$ cat src/rtl/spi_pkg.sv
// Shared types and defaults for the SPI ROM-A to ROM-B page buffer.
package spi_pkg;

    localparam int unsigned PAGE_SIZE_DEF = 256;
    localparam int unsigned PG_LEN_W      = $clog2(PAGE_SIZE_DEF) + 1;

    typedef enum logic [2:0] {
        ST_IDLE,
        ST_FILL,
        ST_REQ,
        ST_DRAIN,
        ST_WAIT_PROG,
        ST_DONE
    } state_e;

endpackage

$ cat src/rtl/spi_page_ram.sv
// Simple dual-port byte RAM, synchronous write and 1-cycle synchronous read.
module spi_page_ram #(
    parameter int unsigned DEPTH = 256,
    parameter int unsigned AW    = 8
) (
    input  logic          clk_i,
    input  logic          we_i,
    input  logic [AW-1:0] waddr_i,
    input  logic [7:0]    wdata_i,
    input  logic          re_i,
    input  logic [AW-1:0] raddr_i,
    output logic [7:0]    rdata_o
);

    logic [7:0] mem [DEPTH];
    logic [7:0] rdata_q;

    // No reset on the array or read register so the block maps onto block RAM.
    always_ff @(posedge clk_i) begin
        if (we_i) begin
            mem[waddr_i] <= wdata_i;
        end
        if (re_i) begin
            rdata_q <= mem[raddr_i];
        end
    end

    assign rdata_o = rdata_q;

endmodule

$ cat src/rtl/spi_page_buffer.sv
// Buffers the read-engine byte stream into page-aligned chunks and hands
// them to the write engine as page-program requests.
module spi_page_buffer
    import spi_pkg::*;
#(
    parameter int unsigned PAGE_SIZE = PAGE_SIZE_DEF,
    parameter int unsigned ADDR_W    = 32,
    parameter int unsigned CNT_W     = 16
) (
    input  logic                      CLK_25M_CKMNG_MAIN_PLD,
    input  logic                      rst,
    input  logic                      start,
    input  logic [ADDR_W-1:0]         write_start_addr,
    input  logic [7:0]                rd_byte,
    input  logic                      rd_byte_vld,
    output logic                      rd_byte_rdy,
    input  logic                      rd_finish,
    output logic                      pg_req,
    output logic [ADDR_W-1:0]         pg_addr,
    output logic [$clog2(PAGE_SIZE):0] pg_len,
    input  logic                      pg_ack,
    input  logic                      wr_byte_req,
    output logic [7:0]                wr_byte,
    input  logic                      pg_done,
    output logic [CNT_W-1:0]          byte_cnt,
    output logic                      xfer_done,
    output logic                      overflow_err
);

    localparam int unsigned OFF_W = $clog2(PAGE_SIZE);
    localparam int unsigned LEN_W = OFF_W + 1;
    localparam logic [LEN_W-1:0] PAGE_LEN = LEN_W'(PAGE_SIZE);

    state_e             state_q, state_d;
    logic [ADDR_W-1:0]  cur_addr_q, cur_addr_d;
    logic [LEN_W-1:0]   fill_cnt_q, fill_cnt_d;
    logic [LEN_W-1:0]   rd_ptr_q, rd_ptr_d;
    logic               fin_q, fin_d;
    logic [CNT_W-1:0]   byte_cnt_q, byte_cnt_d;
    logic               xfer_done_q, xfer_done_d;
    logic               ovf_q, ovf_d;
    logic               pop_q, pop_d;
    logic [7:0]         hold_q, hold_d;

    logic [LEN_W-1:0]   lim;
    logic               accept;
    logic               ram_we;
    logic               ram_re;
    logic [7:0]         ram_rdata;

    spi_page_ram #(
        .DEPTH (PAGE_SIZE),
        .AW    (OFF_W)
    ) u_ram (
        .clk_i   (CLK_25M_CKMNG_MAIN_PLD),
        .we_i    (ram_we),
        .waddr_i (fill_cnt_q[OFF_W-1:0]),
        .wdata_i (rd_byte),
        .re_i    (ram_re),
        .raddr_i (rd_ptr_q[OFF_W-1:0]),
        .rdata_o (ram_rdata)
    );

    assign lim         = PAGE_LEN - {1'b0, cur_addr_q[OFF_W-1:0]};
    assign rd_byte_rdy = (state_q == ST_FILL) && (fill_cnt_q < lim);
    assign accept      = rd_byte_rdy && rd_byte_vld;

    assign pg_req       = (state_q == ST_REQ);
    assign pg_addr      = cur_addr_q;
    assign pg_len       = fill_cnt_q;
    // The RAM read register is not reset; the mux keeps wr_byte at 0 after reset.
    assign wr_byte      = pop_q ? ram_rdata : hold_q;
    assign byte_cnt     = byte_cnt_q;
    assign xfer_done    = xfer_done_q;
    assign overflow_err = ovf_q;

    always_ff @(posedge CLK_25M_CKMNG_MAIN_PLD or posedge rst) begin
        if (rst) begin
            state_q     <= ST_IDLE;
            cur_addr_q  <= '0;
            fill_cnt_q  <= '0;
            rd_ptr_q    <= '0;
            fin_q       <= 1'b0;
            byte_cnt_q  <= '0;
            xfer_done_q <= 1'b0;
            ovf_q       <= 1'b0;
            pop_q       <= 1'b0;
            hold_q      <= '0;
        end else begin
            state_q     <= state_d;
            cur_addr_q  <= cur_addr_d;
            fill_cnt_q  <= fill_cnt_d;
            rd_ptr_q    <= rd_ptr_d;
            fin_q       <= fin_d;
            byte_cnt_q  <= byte_cnt_d;
            xfer_done_q <= xfer_done_d;
            ovf_q       <= ovf_d;
            pop_q       <= pop_d;
            hold_q      <= hold_d;
        end
    end

    always_comb begin
        state_d     = state_q;
        cur_addr_d  = cur_addr_q;
        fill_cnt_d  = fill_cnt_q;
        rd_ptr_d    = rd_ptr_q;
        fin_d       = fin_q;
        byte_cnt_d  = byte_cnt_q;
        xfer_done_d = xfer_done_q;
        ovf_d       = ovf_q;
        pop_d       = 1'b0;
        hold_d      = pop_q ? ram_rdata : hold_q;
        ram_we      = 1'b0;
        ram_re      = 1'b0;

        if ((state_q == ST_FILL) || (state_q == ST_REQ) ||
            (state_q == ST_DRAIN) || (state_q == ST_WAIT_PROG)) begin
            fin_d = fin_q | rd_finish;
        end
        if ((state_q != ST_IDLE) && rd_byte_vld && !rd_byte_rdy) begin
            ovf_d = 1'b1;
        end

        case (state_q)
            ST_IDLE: begin
                if (start) begin
                    state_d     = ST_FILL;
                    cur_addr_d  = write_start_addr;
                    fill_cnt_d  = '0;
                    rd_ptr_d    = '0;
                    fin_d       = 1'b0;
                    byte_cnt_d  = '0;
                    xfer_done_d = 1'b0;
                    ovf_d       = 1'b0;
                end
            end
            ST_FILL: begin
                if (accept) begin
                    ram_we     = 1'b1;
                    fill_cnt_d = fill_cnt_q + 1'b1;
                    byte_cnt_d = byte_cnt_q + 1'b1;
                end
                // Decide on post-update values so a byte arriving with rd_finish is kept.
                if (fill_cnt_d == lim) begin
                    state_d = ST_REQ;
                end else if (fin_d && (fill_cnt_d != '0)) begin
                    state_d = ST_REQ;
                end else if (fin_d) begin
                    state_d = ST_DONE;
                end
            end
            ST_REQ: begin
                if (pg_ack) begin
                    state_d  = ST_DRAIN;
                    rd_ptr_d = '0;
                end
            end
            ST_DRAIN: begin
                if (wr_byte_req && (rd_ptr_q < fill_cnt_q)) begin
                    ram_re   = 1'b1;
                    pop_d    = 1'b1;
                    rd_ptr_d = rd_ptr_q + 1'b1;
                    if (rd_ptr_d == fill_cnt_q) begin
                        state_d = ST_WAIT_PROG;
                    end
                end
            end
            ST_WAIT_PROG: begin
                if (pg_done) begin
                    cur_addr_d = cur_addr_q + ADDR_W'(fill_cnt_q);
                    fill_cnt_d = '0;
                    rd_ptr_d   = '0;
                    state_d    = fin_d ? ST_DONE : ST_FILL;
                end
            end
            ST_DONE: begin
                xfer_done_d = 1'b1;
                state_d     = ST_IDLE;
            end
            default: begin
                state_d = ST_IDLE;
            end
        endcase
    end

endmodule

$ cat config.mk
export PLATFORM = sky130hd
export DESIGN_NAME = spi_page_buffer
export DESIGN_NICKNAME = d
export VERILOG_FILES = /design/src/rtl/spi_pkg.sv /design/src/rtl/spi_page_ram.sv /design/src/rtl/spi_page_buffer.sv
export SDC_FILE = /design/constraint.sdc
export NUM_CORES = 2
export LEC_CHECK = 0
export CORE_ASPECT_RATIO = 1.2
export CORE_UTILIZATION = 35
export DETAILED_ROUTE_END_ITERATION = 8
export GPL_TIMING_DRIVEN = 0
export SYNTH_ARGS = -nofsm -noshare
export SYNTH_HDL_FRONTEND = slang
export SYNTH_HIERARCHICAL = 1
export SYNTH_SLANG_ARGS = --single-unit
$ cat constraint.sdc
create_clock -name CLK_25M_CKMNG_MAIN_PLD -period 7.3 [get_ports CLK_25M_CKMNG_MAIN_PLD]
set_clock_uncertainty 0.15 [all_clocks]
set_input_delay 0.73 -clock CLK_25M_CKMNG_MAIN_PLD [delete_from_list [all_inputs] [get_ports CLK_25M_CKMNG_MAIN_PLD]]
set_output_delay 0.73 -clock CLK_25M_CKMNG_MAIN_PLD [all_outputs]
set_load 0.02 [all_outputs]
==> out/results.tsv <==
stage	metric	value	unit
status	outcome	finished, violations left	
status	failing checks	max-capacitance violations, max-slew violations	
setup_path	minimum setup slack among reg-to-reg paths	670	ps
final_layout	final design utilization	0.402	
placement	final estimated routing congestion in global placement	0.944	
setup_path	Worst path slowest cell	sky130_fd_sc_hd__nor2_1	
floorplan	num rows	198	
clocking	latest clock arrival within the worst-skew pair	860	ps
yosys	warnings from Yosys	6	
timing	transition at the pin with the smallest max-transition slack	1510	ps
pwr	peak supply drop	0.000234	V
final_layout	number of fillers in the final layout	21400	
timing	number of slew-limit violations in the final report	10	
final_layout	post-route non-filler standard cell count	8129	
yosys	share of synthesized registers carrying an async set or reset	0.0379	
yosys	number of enable-type register cells in the synthesized netlist	2056	
clocking	number of gates given a new drive strength after cts	0	
placement	number of port buffers	116	
yosys	top cell type's share of synthesized area	0.723	
yosys	top cells by area, synth	sky130_fd_sc_hd__edfxtp_1 72%, sky130_fd_sc_hd__mux4_2 12%, sky130_fd_sc_hd__dfrtp_1 2.4%	
drt	via count	47200	
grt	GR Overflow Total	0	
drt	DRT iter0 DRCs	6745	
clocking	H-tree depth	4	
yosys	Cells after Synth	4408	
grt	total routing resource utilization after global routing	0.216	
timing	Fin. Hold Viols	0	
final_layout	area growth from synthesis to layout	14.3	%
drt	ANT nets after route	0	
timing	final setup fails	0	
clocking	number of buffers created by CTS	202	
yosys	combined area of all synthesized cells	85300	um^2
final_layout	share of layout cells above drive strength 1	0.193	
drt	WL/cell	32.9	um
grt	via count of the first global-routing pass	46500	
setup_path	crit start category	register	
drt	Total Routed Length	268000	um
placement	cell count after placement	7747	
clocking	number of sinks driven by the clock tree	2137	
placement	hpwl dp	183000	um
hold_path	worst hold-check path type	in -> reg	
setup_path	data required time at the worst endpoint	7610	ps
setup_path	critical path class	reg -> reg	
floorplan	Die Outline Area	246000	um^2
setup_path	Largest stage delay, worst path	1070	ps
setup_path	kind of end point of the critical path	register	
yosys	library cells used by synthesis	89	
yosys	post-synthesis cell type with the largest combined area	sky130_fd_sc_hd__edfxtp_1	
pwr	cell leakage power	29.3	nW
floorplan	Die Span Y	543	um
final_layout	storage element area	63800	um^2
setup_path	Arrival @ worst endpoint	6940	ps
floorplan	core area	243000	um^2
timing	slack of the critical path	672	ps
timing	normalized max-slew margin	-0.00402	
floorplan	count of pins on the block boundary	117	
clocking	Reg clk slew, reported paths	70	ps
setup_path	critical path fanouts, max	11	
yosys	share of the yosys chip area belonging to registers	0.747	
setup_path	kind of cell adding the most delay to the critical path	buffers and inverters	
yosys	post-synthesis area per instance	19.4	um^2
yosys	synthesized flop and latch total	2137	
drt	Detailed Routing Iterations Pass 1	7	
drt	DRC violation count after routing	0	
pwr	Total Power Consumption	0.0296	W
final_layout	number of nets in the layout	4832	
placement	minimum setup slack after placement	862	ps
clocking	number of buffers added for setup after CTS	0	
setup_path	sum of buffers and inverters on the critical path	6	
floorplan	Initial Util	0.352	
grt	wire length of the first global-routing pass	369000	um
yosys	top_reg_cell synth	sky130_fd_sc_hd__edfxtp_1	
job	number of violations of the max-capacitance limit	1	
timing	crit path time final	6630	ps
timing	final period utilization	0.908	
clocking	TritonCTS clock tree	done	
timing	RSZ-0062 raised after global routing	no	
clocking	Root Buffer	sky130_fd_sc_hd__clkbuf_16	
pwr	power density over the cells	303	nW/um^2
yosys	synthesized netlist net count	4488	
floorplan	floorplan die width	453	um
clocking	hold_buf cts	0	
setup_path	worst path cell trace	inv_1, ha_1, nor3b_1, xnor2_1, inv_1, ha_1, a211oi_1, a221o_1, nand3_2, inv_2, clkbuf_1, buf_1, nand3_1, clkbuf_2, nor2_1	
grt	initial antenna violation count	13	
grt	maximum number of pins on one net before global-route repair	160	
timing	Max Fclk	0.151	GHz
clocking	CTS max path bufs	3	
final_layout	footprint of the multi-input gates	19800	um^2
drt	ratio of routed vias to standard cells	5.80	
sequential cells by signal (all words and copies together) (netlist names):
signal	count
overflow_err	1
pop_q	1
u_ram/mem	2048
fin_q	1
state_q	3
xfer_done	1
rd_ptr_q	9
byte_cnt	16
pg_addr	32
pg_len	9
u_ram/rdata_o	8
hold_q	8
layer usage:
metal,vias to the layer above,wire [um],GRT usage
met5,-,51,0
met4,8,16200,0.121
met3,529,24100,0.0456
met2,2546,130000,0.355
met1,25200,97100,0.265
li1,18900,-,-
final timing paths:
check / startpoint / to / cells after the start
setup / recovery: pg_addr[0] / u_ram/mem[72][6] / 15
hold / removal: rd_byte[2] / u_ram/mem[193][2] / 1
setup reg to reg: pg_addr[0] / u_ram/mem[72][6] / 15
hold reg to reg: u_ram/rdata_o[0] / hold_q[0] / 1
max in group asynchronous: rst / hold_q[2] / 3
min in group asynchronous: rst / pg_addr[20] / 2
cell usage after synthesis (27+ instances only):
master	instances
sky130_fd_sc_hd__a22oi_1	134
sky130_fd_sc_hd__o22ai_1	43
sky130_fd_sc_hd__inv_1	31
sky130_fd_sc_hd__nor2b_1	36
sky130_fd_sc_hd__nor4_1	27
sky130_fd_sc_hd__buf_4	29
sky130_fd_sc_hd__nor3_1	40
sky130_fd_sc_hd__nor2_1	344
sky130_fd_sc_hd__buf_2	40
sky130_fd_sc_hd__ha_1	31
sky130_fd_sc_hd__o21ai_0	54
sky130_fd_sc_hd__o221ai_1	47
sky130_fd_sc_hd__dfrtp_1	81
sky130_fd_sc_hd__nand3_1	67
sky130_fd_sc_hd__nand2_1	95
sky130_fd_sc_hd__clkbuf_1	133
sky130_fd_sc_hd__mux4_2	454
sky130_fd_sc_hd__a21oi_1	154
sky130_fd_sc_hd__edfxtp_1	2056
sky130_fd_sc_hd__mux2i_1	136
cell families (layout without fill, tap and decap cells):
group           after synthesis  in the layout  share of synthesized area
other cells                   0             11                          0
compound gates              587            587                     0.0469
flops                      2137           2137                      0.747
simple gates                698            698                     0.0378
buf+inv                     306            816                     0.0206
mux                         601            601                      0.138
xor+xnor                     47             47                    0.00518
fa+ha+maj                    32             32                    0.00478
through the flow:
step                hold slack [ps]  setup TNS [ps]  cell area, um^2
global route                   50.5               0            97500
global placement                335        -4279130            90500
CTS                            27.6               0            97500
detailed placement              334               0            91100
floorplan                       335               0            85300
finish                         84.3               0            97500
cell usage in the layout (no fill, tap or decap), drive strengths merged, types with 36 or more instances in the layout:
master         synthesis  routed
o221ai                48      48
nor2                 346     346
nand2                 95      95
edfxtp              2056    2056
nor3                  43      43
buf                  136     167
mux2i                136     136
o21ai                 61      61
clkdlybuf4s50          0     108
clkinv                 2      88
mux4                 456     456
a21oi                154     154
inv                   34      41
nand3                 70      70
clkbuf               134     391
nor2b                 36      36
a22oi                134     134
o22ai                 43      43
dfrtp                 81      81
final cells by class:
class / count / area share
Tap cell: 3200 / 0.0411
Clock inverter: 114 / 0.0108
Inverter: 36 / 0.00146
Buffer: 270 / 0.0169
Multi-Input combinational cell: 1965 / 0.204
Sequential cell: 2137 / 0.654
Antenna cell: 11 / 0.000282
Timing Repair Buffer: 140 / 0.0172
Clock buffer: 256 / 0.0548
report_power, final:
group	internal [W]	switching (W)	leakage, nW
Sequential	0.0136	0.000211	19.5
Combinational	0.00223	0.00320	6.70
Clock	0.00571	0.00459	3.12
No activity file was read; power rests on OpenSTA's default activity.
